File: src/rtl/io_bus_arbiter.sv
// io_bus_arbiter: two-master round-robin arbiter and sequencer for the
// 14-bit-address IO peripheral bus. Each granted request becomes one
// CS-framed bus transaction. Read data comes back with a one-cycle ack.
// A bounded lock lets one master keep the bus across several transactions.
//
// Handshake (per master m): the requester raises req_m and holds req_m,
// addr_m, wr_m and wdata_m stable until ack_m. ack_m is a one-cycle pulse,
// and rdata_m is valid only in that cycle. req_m may stay high through ack_m
// to queue the next transaction. That request is arbitrated in the
// following IDLE cycle.
module io_bus_arbiter #(
  parameter int ACCESS_CYCLES = 1,
  parameter int MAX_LOCK      = 8
) (
  input  logic        clk,
  input  logic        rst,
  input  logic        req0,
  input  logic        req1,
  input  logic        lock0,
  input  logic        lock1,
  input  logic [13:0] addr0,
  input  logic [13:0] addr1,
  input  logic        wr0,
  input  logic        wr1,
  input  logic [15:0] wdata0,
  input  logic [15:0] wdata1,
  output logic        ack0,
  output logic        ack1,
  output logic [15:0] rdata0,
  output logic [15:0] rdata1,
  output logic        CS,
  output logic [13:0] adresse,
  output logic        write,
  output logic [15:0] DATAout,
  input  logic [15:0] DATAin,
  output logic [1:0]  grant,
  output logic [1:0]  dbg_state
);

  localparam logic [1:0] ST_IDLE    = 2'd0;
  localparam logic [1:0] ST_ACCESS  = 2'd1;
  localparam logic [1:0] ST_CAPTURE = 2'd2;

  localparam logic [3:0] CNT_LOAD = 4'(ACCESS_CYCLES - 1);
  localparam logic [7:0] LOCK_MAX = 8'(MAX_LOCK);

  logic [1:0]  state_q, state_d;
  logic [3:0]  cnt_q, cnt_d;
  logic        last_q, last_d;
  logic        lock_act_q, lock_act_d;
  logic        lock_own_q, lock_own_d;
  logic [7:0]  lock_cnt_q, lock_cnt_d;
  logic        win_q, win_d;
  logic [1:0]  grant_q, grant_d;
  logic [13:0] addr_q, addr_d;
  logic        wr_q, wr_d;
  logic [15:0] wdata_q, wdata_d;
  logic [15:0] rdata0_q, rdata0_d;
  logic [15:0] rdata1_q, rdata1_d;

  logic [1:0]  req_v;
  logic        lock_held;
  logic        pick_valid;
  logic        pick;
  logic        win_lock;
  logic        other_req;

  assign req_v     = {req1, req0};
  assign win_lock  = win_q ? lock1 : lock0;
  assign other_req = win_q ? req0 : req1;

  // Next-state logic: arbitration in IDLE, bus timing in ACCESS, lock bookkeeping in CAPTURE
  always_comb begin
    state_d    = state_q;
    cnt_d      = cnt_q;
    last_d     = last_q;
    lock_act_d = lock_act_q;
    lock_own_d = lock_own_q;
    lock_cnt_d = lock_cnt_q;
    win_d      = win_q;
    grant_d    = grant_q;
    addr_d     = addr_q;
    wr_d       = wr_q;
    wdata_d    = wdata_q;
    rdata0_d   = rdata0_q;
    rdata1_d   = rdata1_q;
    lock_held  = 1'b0;
    pick_valid = 1'b0;
    pick       = 1'b0;

    case (state_q)
      ST_IDLE: begin
        // A lock whose owner stopped requesting is released, and the
        // other master may win in this same cycle.
        lock_held = lock_act_q & req_v[lock_own_q];
        if (lock_act_q && !req_v[lock_own_q]) begin
          lock_act_d = 1'b0;
          lock_cnt_d = 8'd0;
        end
        if (lock_held) begin
          pick_valid = 1'b1;
          pick       = lock_own_q;
        end else if (req0 && req1) begin
          pick_valid = 1'b1;
          pick       = ~last_q;
        end else if (req0) begin
          pick_valid = 1'b1;
          pick       = 1'b0;
        end else if (req1) begin
          pick_valid = 1'b1;
          pick       = 1'b1;
        end
        if (pick_valid) begin
          win_d   = pick;
          grant_d = pick ? 2'b10 : 2'b01;
          addr_d  = pick ? addr1 : addr0;
          wr_d    = pick ? wr1 : wr0;
          wdata_d = pick ? wdata1 : wdata0;
          cnt_d   = CNT_LOAD;
          state_d = ST_ACCESS;
        end
      end

      ST_ACCESS: begin
        // DATAin is sampled on the last ACCESS edge, after the IO block
        // has updated it on the preceding falling edge.
        if (cnt_q == 4'd0) begin
          if (win_q) rdata1_d = DATAin;
          else       rdata0_d = DATAin;
          state_d = ST_CAPTURE;
        end else begin
          cnt_d = cnt_q - 4'd1;
        end
      end

      ST_CAPTURE: begin
        last_d  = win_q;
        grant_d = 2'b00;
        if (win_lock) begin
          if (lock_cnt_q < LOCK_MAX) begin
            lock_act_d = 1'b1;
            lock_own_d = win_q;
            lock_cnt_d = lock_cnt_q + 8'd1;
          end else if (other_req) begin
            // The bound is reached and the other master is waiting, so
            // the lock is forcibly broken.
            lock_act_d = 1'b0;
            lock_cnt_d = 8'd0;
          end
        end else begin
          lock_act_d = 1'b0;
          lock_cnt_d = 8'd0;
        end
        state_d = ST_IDLE;
      end

      default: state_d = ST_IDLE;
    endcase
  end

  // State and datapath registers with asynchronous active-low reset
  always_ff @(posedge clk or negedge rst) begin
    if (!rst) begin
      state_q    <= ST_IDLE;
      cnt_q      <= 4'd0;
      last_q     <= 1'b1;
      lock_act_q <= 1'b0;
      lock_own_q <= 1'b0;
      lock_cnt_q <= 8'd0;
      win_q      <= 1'b0;
      grant_q    <= 2'b00;
      addr_q     <= 14'd0;
      wr_q       <= 1'b0;
      wdata_q    <= 16'd0;
      rdata0_q   <= 16'd0;
      rdata1_q   <= 16'd0;
    end else begin
      state_q    <= state_d;
      cnt_q      <= cnt_d;
      last_q     <= last_d;
      lock_act_q <= lock_act_d;
      lock_own_q <= lock_own_d;
      lock_cnt_q <= lock_cnt_d;
      win_q      <= win_d;
      grant_q    <= grant_d;
      addr_q     <= addr_d;
      wr_q       <= wr_d;
      wdata_q    <= wdata_d;
      rdata0_q   <= rdata0_d;
      rdata1_q   <= rdata1_d;
    end
  end

  // Bus and requester outputs decode directly from registered state
  always_comb begin
    CS        = (state_q == ST_ACCESS);
    write     = (state_q == ST_ACCESS) & wr_q;
    adresse   = addr_q;
    DATAout   = wdata_q;
    ack0      = (state_q == ST_CAPTURE) & ~win_q;
    ack1      = (state_q == ST_CAPTURE) & win_q;
    rdata0    = rdata0_q;
    rdata1    = rdata1_q;
    grant     = grant_q;
    dbg_state = state_q;
  end

endmodule

File: config.mk
export PLATFORM = sky130hd
export DESIGN_NAME = io_bus_arbiter
export DESIGN_NICKNAME = d
export VERILOG_FILES = /design/src/rtl/io_bus_arbiter.sv
export SDC_FILE = /design/constraint.sdc
export NUM_CORES = 1
export LEC_CHECK = 0
export CAP_MARGIN = 25
export CORE_AREA = 3 3 94 96
export DETAILED_ROUTE_END_ITERATION = 6
export DIE_AREA = 0 0 97 99
export PLACE_DENSITY = 0.83
export SYNTH_ARGS = -nofsm -noshare
export SYNTH_HDL_FRONTEND = slang
export SYNTH_SLANG_ARGS = --single-unit
export TNS_END_PERCENT = 100
File: constraint.sdc
create_clock -name clk -period 5.1 [get_ports clk]
set_input_delay 1.275 -clock clk [delete_from_list [all_inputs] [get_ports clk]]
set_output_delay 1.275 -clock clk [all_outputs]
set_load 0.01 [all_outputs]
# Yosys cells after proc, flatten, opt, wreduce, memory -nomap -nowiden
# Cells that the tools add are included.
dict set report op_classes {
  add_sub_neg 2
  muxes 35
  magnitude_cmp 2
  div 0
  shift 0
  reduce_logical 15
  multipliers 0
  n_bitwise 6
  eq_ne 7
}
# op count
set ops {}
lappend ops {{$mux W8} 4}
lappend ops {{$mux W1} 18}
lappend ops {{$mux W16} 1}
lappend ops {{$pmux W8 S2} 1}
lappend ops {{$reduce_and A3 Y1} 5}
lappend ops {{$mux W14} 1}
lappend ops {{$add A8 B1 Y8 const B} 1}
lappend ops {{$lt A8 B4 Y1 const B} 1}
lappend ops {{$mux W2} 4}
lappend ops {{$mux W4} 2}
lappend ops {{$pmux W2 S2} 2}
lappend ops {{$pmux W4 S2} 1}
lappend ops {{$ne A2 B2 Y1 const B} 3}
lappend ops {{$reduce_and A2 Y1} 3}
lappend ops {{$and A1 B1 Y1} 4}
lappend ops {{$logic_not A4 Y1} 1}
lappend ops {{$ne A4 B4 Y1 const B} 1}
lappend ops {{$reduce_bool A2 Y1} 2}
lappend ops {{$sub A4 B1 Y4 const B} 1}
lappend ops {{$eq A2 B1 Y1 const B} 1}
lappend ops {{$eq A2 B2 Y1 const B} 1}
lappend ops {{$logic_and A1 B1 Y1} 2}
lappend ops {{$logic_not A2 Y1} 1}
lappend ops {{$lt A1 B2 Y1 const B} 1}
lappend ops {{4 further kinds} 5}
dict set report word_totals {
  mem_bits_ro 0
  regBits 83
  out_inout_bits 70
  inputBits 84
  mem_count 0
  word_cells 80
  mem_bits_rw 0
  latch_bits 0
}

# Longest topological paths before layout
dict set report depth {
  depth_word 8
  depth_mapped 7
  ltp_nobuf 6
}

# Worst setup path before layout
# OpenSTA, ideal clock, no wires.
dict set report synth_timing {
  path_kind {in2reg}
  startpoint {in req1}
  endpoint {reg lock_act_q}
  path_stages 4
  setup_time_ns 0.119
  path_slack_ns 2.804
  n_path_buf 0
  required_time_ns 4.981
  arrival_time_ns 2.177
  path_cell_list {mux2_2 > o31a_1 > a21o_1 > a21o_2}
}
dict set report synth_via {
  elab_chain_cells 6
  word_cells_on_any_way 8
  cone_classes {2 x eq/ne; 3 x mux; 3 x reduce/logical}
}
# element line_no
set synth_lines {}
lappend synth_lines {{from (decl)} 18} ;# input logic req1,
lappend synth_lines {{$mux W1 (not written as such) (2 in a row)} 96} ;# if (lock_act_q && !req_v[lock_own_q]) begin
lappend synth_lines {{$logic_not A1 Y1} 96}
lappend synth_lines {{$logic_and A1 B1 Y1} 96}
lappend synth_lines {{$ne A2 B2 Y1 (no line)} -}
lappend synth_lines {{$reduce_and A3 Y1 (no line) (*)} -}
lappend synth_lines {{to (signal assigned)} 181} ;# lock_act_q <= lock_act_d;
lappend synth_lines {{to (decl)} 50} ;# logic lock_act_q, lock_act_d;
# Every way passes the cells marked *; elsewhere a longest branch is shown, timed or not. The select of a mux whose other input is x is not followed.
# A chain may end at the register's enable or synchronous reset.

# Final worst setup path
dict set report layout_timing {
  startpoint {reg state_q[0], in the netlist dbg_state[0]}
  endpoint {out ack1}
}
dict set report layout_via {
  elab_chain_cells 2
}
# element line_no
set layout_lines {}
lappend layout_lines {{from (decl)} 47} ;# logic [1:0] state_q, state_d;
lappend layout_lines {{from (signal assigned)} 178} ;# state_q <= state_d;
lappend layout_lines {{$eq A2 B2 Y1} 201} ;# ack1 = (state_q == ST_CAPTURE) & win_q;
lappend layout_lines {{$and A1 B1 Y1} 201}
lappend layout_lines {{to (decl)} 28} ;# output logic ack1,
# Every way passes these cells.

==> impl_metrics.ini <==
[run_status]
status = finished clean

[finish]
n_antenna_cell = 0
syn2layout_area_growth_pct = 51.3
layout_commonest_cell = clkdlybuf4s50_1
layout-drive-gt1-share = 0.152
nets = 537
final_util = 0.679
most-common-layout-cells = 152 x clkdlybuf4s50_1, 82 x dfrtp_1, 38 x nand2_1, 34 x mux2i_1, 34 x o21ai_0

[sta]
worstMarginPinSlew_ps = 557
layout_min_cycle_time_ps = 3210
max_freq_ghz = 0.311
max_slew_margin = 0.627
rsz0062_at_grt = false
maxSlewViolCount = 0
finalSetupViolations = 0
fin_skew_ps = 7.62
hold_violations = 0
fin_tns_setup_ps = 0
post-route-period-util = 0.630

[clock_network]
cts_made_buffers = 9
cts-resized-gates = 0
post_cts_buffers = 0
cts.sinks = 83
clk_pin_slew_ps = 80
cts_root_buf = clkbuf_8
cts_tree = built
cts_buffer_depth = 2
cts-htree-levels = 3
clk_latency_ps = 340
hold_buffers = 0

[critical_path]
ff2ff_path_depth = 5
worstPathRequired_ps = 3830
end_kind = output port
critPathMaxFanout = 8
critPathArrivalTime_ps = 1940
critPathKind = reg -> out
critPathLaunchType = register

[logic_synthesis]
ys.flop_type = dfrtp_1
synth_fp_nets = 383
synth.yosys.seq_area_share = 0.569
synthCells = 296
ys_types = 41
synth-seq-cells = 83
yosysWarningCount = 0
syn_avg_cell_area_um2 = 12.3
async_flop_share = 1.00
synth_edf_count = 0
synth_area_um2 = 3650

[grt]
grt_max_degree = 84
grt_pass1_vias = 2844
grt_usage = 0.180
antenna_found_initial = 0
grt_pass1_wl_um = 14000
grt-ovfl-total = 0

[place]
io_buffers = 153
gp_congestion = 0.794
dp_hpwl_um = 6370

[route]
drt_iter0_drc = 78
via_per_inst = 4.98
routed_wirelength_um = 8410
vias = 2789
wire_per_inst_um = 15.0
drc_errors = 0
first_pass_iters = 4
final_antenna_net_count = 0

[min_path]
hold_depth = 2
hold_path_class = reg -> reg

[floorplanning]
core_um2 = 8130
ios = 154
rows = 33
die_y_um = 99
die_area_um2 = 9600
initial_core_util = 0.449
die_w_um = 97

[power]
p_per_area_nw_per_um2 = 556
p_leak_nw = 2.37
finalPower_w = 0.00307
ir_drop_mv = 0.233

[job]
drv_cap = 0
==> cell type report <==
class                   instances  area, µm²
inverters                       8       30.0
clock inverters                 6       95.1
repair buffers                157       1580
fillers                       628       2610
multi-input cells             191       1470
flip-flops and latches         83       2080
well taps                     105        131
clock buffers                  10        138
==> path summary, 6_finish.rpt <==
check / startpoint / endpoint / slack, ps
worst max register to register: lock_act_q$_DFFE_PN0P_ / adresse[1]$_DFFE_PN0P_ / 3280
worst max-delay path: dbg_state[0]$_DFFE_PN0P_ / ack1 / 1890
worst min register to register: DATAout[2]$_DFFE_PN0P_ / DATAout[2]$_DFFE_PN0P_ / 480
min in group asynchronous: rst / lock_cnt_q[1]$_DFFE_PN0P_ / 860
max in group asynchronous: rst / cnt_q[2]$_DFFE_PN0P_ / 3640
worst min-delay path: DATAout[2]$_DFFE_PN0P_ / DATAout[2]$_DFFE_PN0P_ / 480
==> flip-flops by register name, summed over array words and instances (netlist names), 2 cells and up <==
name	cells
DATAout	16
adresse	14
cnt_q	4
dbg_state	2
grant	2
lock_cnt_q	8
rdata0	16
rdata1	16
==> per-stage QoR <==
stage | cell area (µm²) | hold WS [ps] | std cells | setup slack [ps]
2_1_floorplan | 3650 | 442 | 296 | 2800
3_3_place_gp | 5250 | 458 | 542 | 1980
3_5_place_dp | 5260 | 469 | 543 | 1940
4_1_cts | 5500 | 490 | 559 | 1850
5_1_grt | 5520 | 514 | 560 | 1740
6_report | 5520 | 483 | 560 | 1890
==> Yosys cell counts, types with 2 or more instances <==
library cell | n | area [µm²]
buf_2 | 3 | 15.0
and2_1 | 2 | 12.5
o21ai_1 | 4 | 20.0
dfrtp_1 | 82 | 2050
buf_4 | 2 | 15.0
a21oi_1 | 2 | 10.0
buf_6 | 3 | 33.8
a31oi_4 | 2 | 42.5
ha_1 | 3 | 37.5
nor4_4 | 2 | 42.5
nor2_1 | 5 | 18.8
nand2b_4 | 2 | 27.5
nand2b_1 | 2 | 12.5
o21ai_0 | 34 | 170
inv_1 | 8 | 30.0
mux2_2 | 33 | 372
nand3_1 | 5 | 25.0
clkbuf_1 | 6 | 22.5
nor2b_1 | 3 | 18.8
nand2_1 | 38 | 143
mux2i_1 | 34 | 340
a21o_1 | 2 | 15.0
==> cells by family after synthesis <==
logic type,synth area share
buffers and inverters,0.0319
adder cells (fa/ha/maj),0.0103
flip-flops,0.569
AND/OR/NAND/NOR,0.103
AO/OA/AOI/OAI,0.0840
XOR/XNOR,0.00240
multiplexers,0.199
==> worst max-delay path, stage by stage (launching register included) <==
cell             delay (ps)
dfrtp_1                 460
nand2b_1                360
nor2_1                  210
clkdlybuf4s50_1         580
==> routing by layer <==
metal / share of wire / vias up / global-route usage
met3: 0.078 / 10 / 0.0566
met5: 0 / - / 0
met4: 0.011 / 0 / 0.0551
li1: - / 1333 / -
met1: 0.43 / 1333 / 0.228
met2: 0.48 / 113 / 0.297
==> report_power, final <==
part	internal [W]	total, W	switching, W
Combinational	0.000817	0.00142	0.000601
Sequential	0.000948	0.00112	0.000167
Clock	0.000295	0.000536	0.000241
Note: power is estimated with default switching activity, not from simulation.
==> RTL edit, RTL diff (same flow settings) <==
Make the reset (`rst`) synchronous in one clocked block. Comments in the files are not updated.
--- a/src/rtl/io_bus_arbiter.sv
+++ b/src/rtl/io_bus_arbiter.sv
@@ -161,3 +161,3 @@
   // State and datapath registers with asynchronous active-low reset
-  always_ff @(posedge clk or negedge rst) begin
+  always_ff @(posedge clk) begin
     if (!rst) begin
Function: differs if rst is asserted again (counterexample within 4 cycles, from zero or initial values and one cycle with rst low); with rst held inactive, the same outputs for 10 cycles.
==> RTL edit against the original RTL <==
Synthesized area down 5.9%; clock skew up 0.0033 ns; routed wire length up 16%; non-clock buffer count down 1; global-route usage up 2.3 points; cell area down 6.0%; first-iteration DRC count up 110%; sequential share of layout area down 5.6 points; setup slack worse by 0.0086 ns; sequential cell count unchanged.
Power is not compared: it rests on default switching activity, and its combinational part moved more than twofold at a synthesized area within 25%.
==> RTL edit: results (changes against the original RTL) <==
metric,value,unit,change
status,"finished, final reports clean",,
grt_pass1_vias,3423,,+20%
grt_pass1_wl,16.0,mm,+15%
synth_fa_ha_area_frac,0.00728,,-0.00300
synth-xor-area-share,0.00255,,+0.000150
async_reset_ff_frac,0,,-1.00
drt-initial-drc-count,166,,+110%
rr_worst_depth,6,,+1
wl_per_cell,15.5,um,+3.2%
place_congestion,0.804,,+1.3%
grt_max_degree,65,,-23%
finalClockSkew,0.0109,ns,+0.00330 ns
met1Wirelength,4.05,mm,+13%
hold_ws,0.471,ns,-0.0115 ns
drive_gt1_frac,0.0593,,-0.0924
cpPeakStageDelay,0.56,ns,-0.02 ns
synth_flop_cell,dfxtp_1,,
netlist_top_cells_count,"dfxtp_1, o21ai_0, nor2_1, nand3_1, mux2i_1",,
reg2reg_from,cnt_q[0],,
crit_fanout,6,,-2
muxShareOfSynthArea,0.102,,-0.0971
place_area,5010,um2,-4.8%
met2WireLength,4.63,mm,+14%
instances_no_fill,628,,+12%
r2r_end,rdata0[7],,
dp_cells,612,,+13%
use_met3,0.0807,,+0.0241
==> RTL edit: cell types whose count changed in the layout (fill, tap and decap cells not counted), moves of 4 or more <==
cell	unedited run	this run
nor3b_1	0	4
nor2_1	5	40
dfxtp_1	0	83
a21oi_1	2	7
a31oi_1	0	31
dfrtp_1	82	0
mux2_2	33	0
o21ai_0	34	66
nand2_1	38	5
nand3_1	5	36
==> RTL edit: final cells by class <==
type / count / area, um2
well taps: 105 / 131
flip-flops and latches: 83 / 1660
clock buffers: 9 / 124
inverters: 7 / 26.3
clock inverters: 7 / 58.8
repair buffers: 156 / 1570
fillers: 686 / 2940
multi-input cells: 261 / 1620
==> RTL edit: worst max path at each step <==
stage                       from          end  slack (ns)  cells after the start
finish              dbg_state[0]        write        1.88                      4
global route                req1        win_q        1.67                      6
CTS                 dbg_state[0]        write        1.86                      4
detailed placement          req1  adresse[10]        1.61                      6
global placement            req1     grant[0]        1.65                      6
floorplan                   req1  adresse[10]        2.58                      7
==> RTL edit: metrics by stage <==
stage                     worst slack, ns   util  power [mW]
after floorplan                      2.58      -        1.07
after global placement               1.65  0.612        1.32
after detailed placement             1.61  0.616        1.34
after CTS                            1.86  0.638        1.78
after global routing                 1.67  0.638        1.87
final                                1.88  0.638        1.76
==> RTL edit: where the power goes <==
part	internal [mW]	total (mW)	switching, mW
clock network	0.184	0.435	0.252
registers	0.730	0.779	0.0489
logic	0.286	0.550	0.264
total	1.20	1.76	0.565
==> RTL edit: cells by family (layout without fill, tap and decap cells) <==
logic type | after synthesis | after routing
AND/OR/NAND/NOR | 108 | 108
flip-flops | 83 | 83
XOR/XNOR | 1 | 1
adder cells (fa/ha/maj) | 2 | 2
multiplexers | 35 | 35
buffers and inverters | 39 | 179
AO/OA/AOI/OAI | 115 | 115
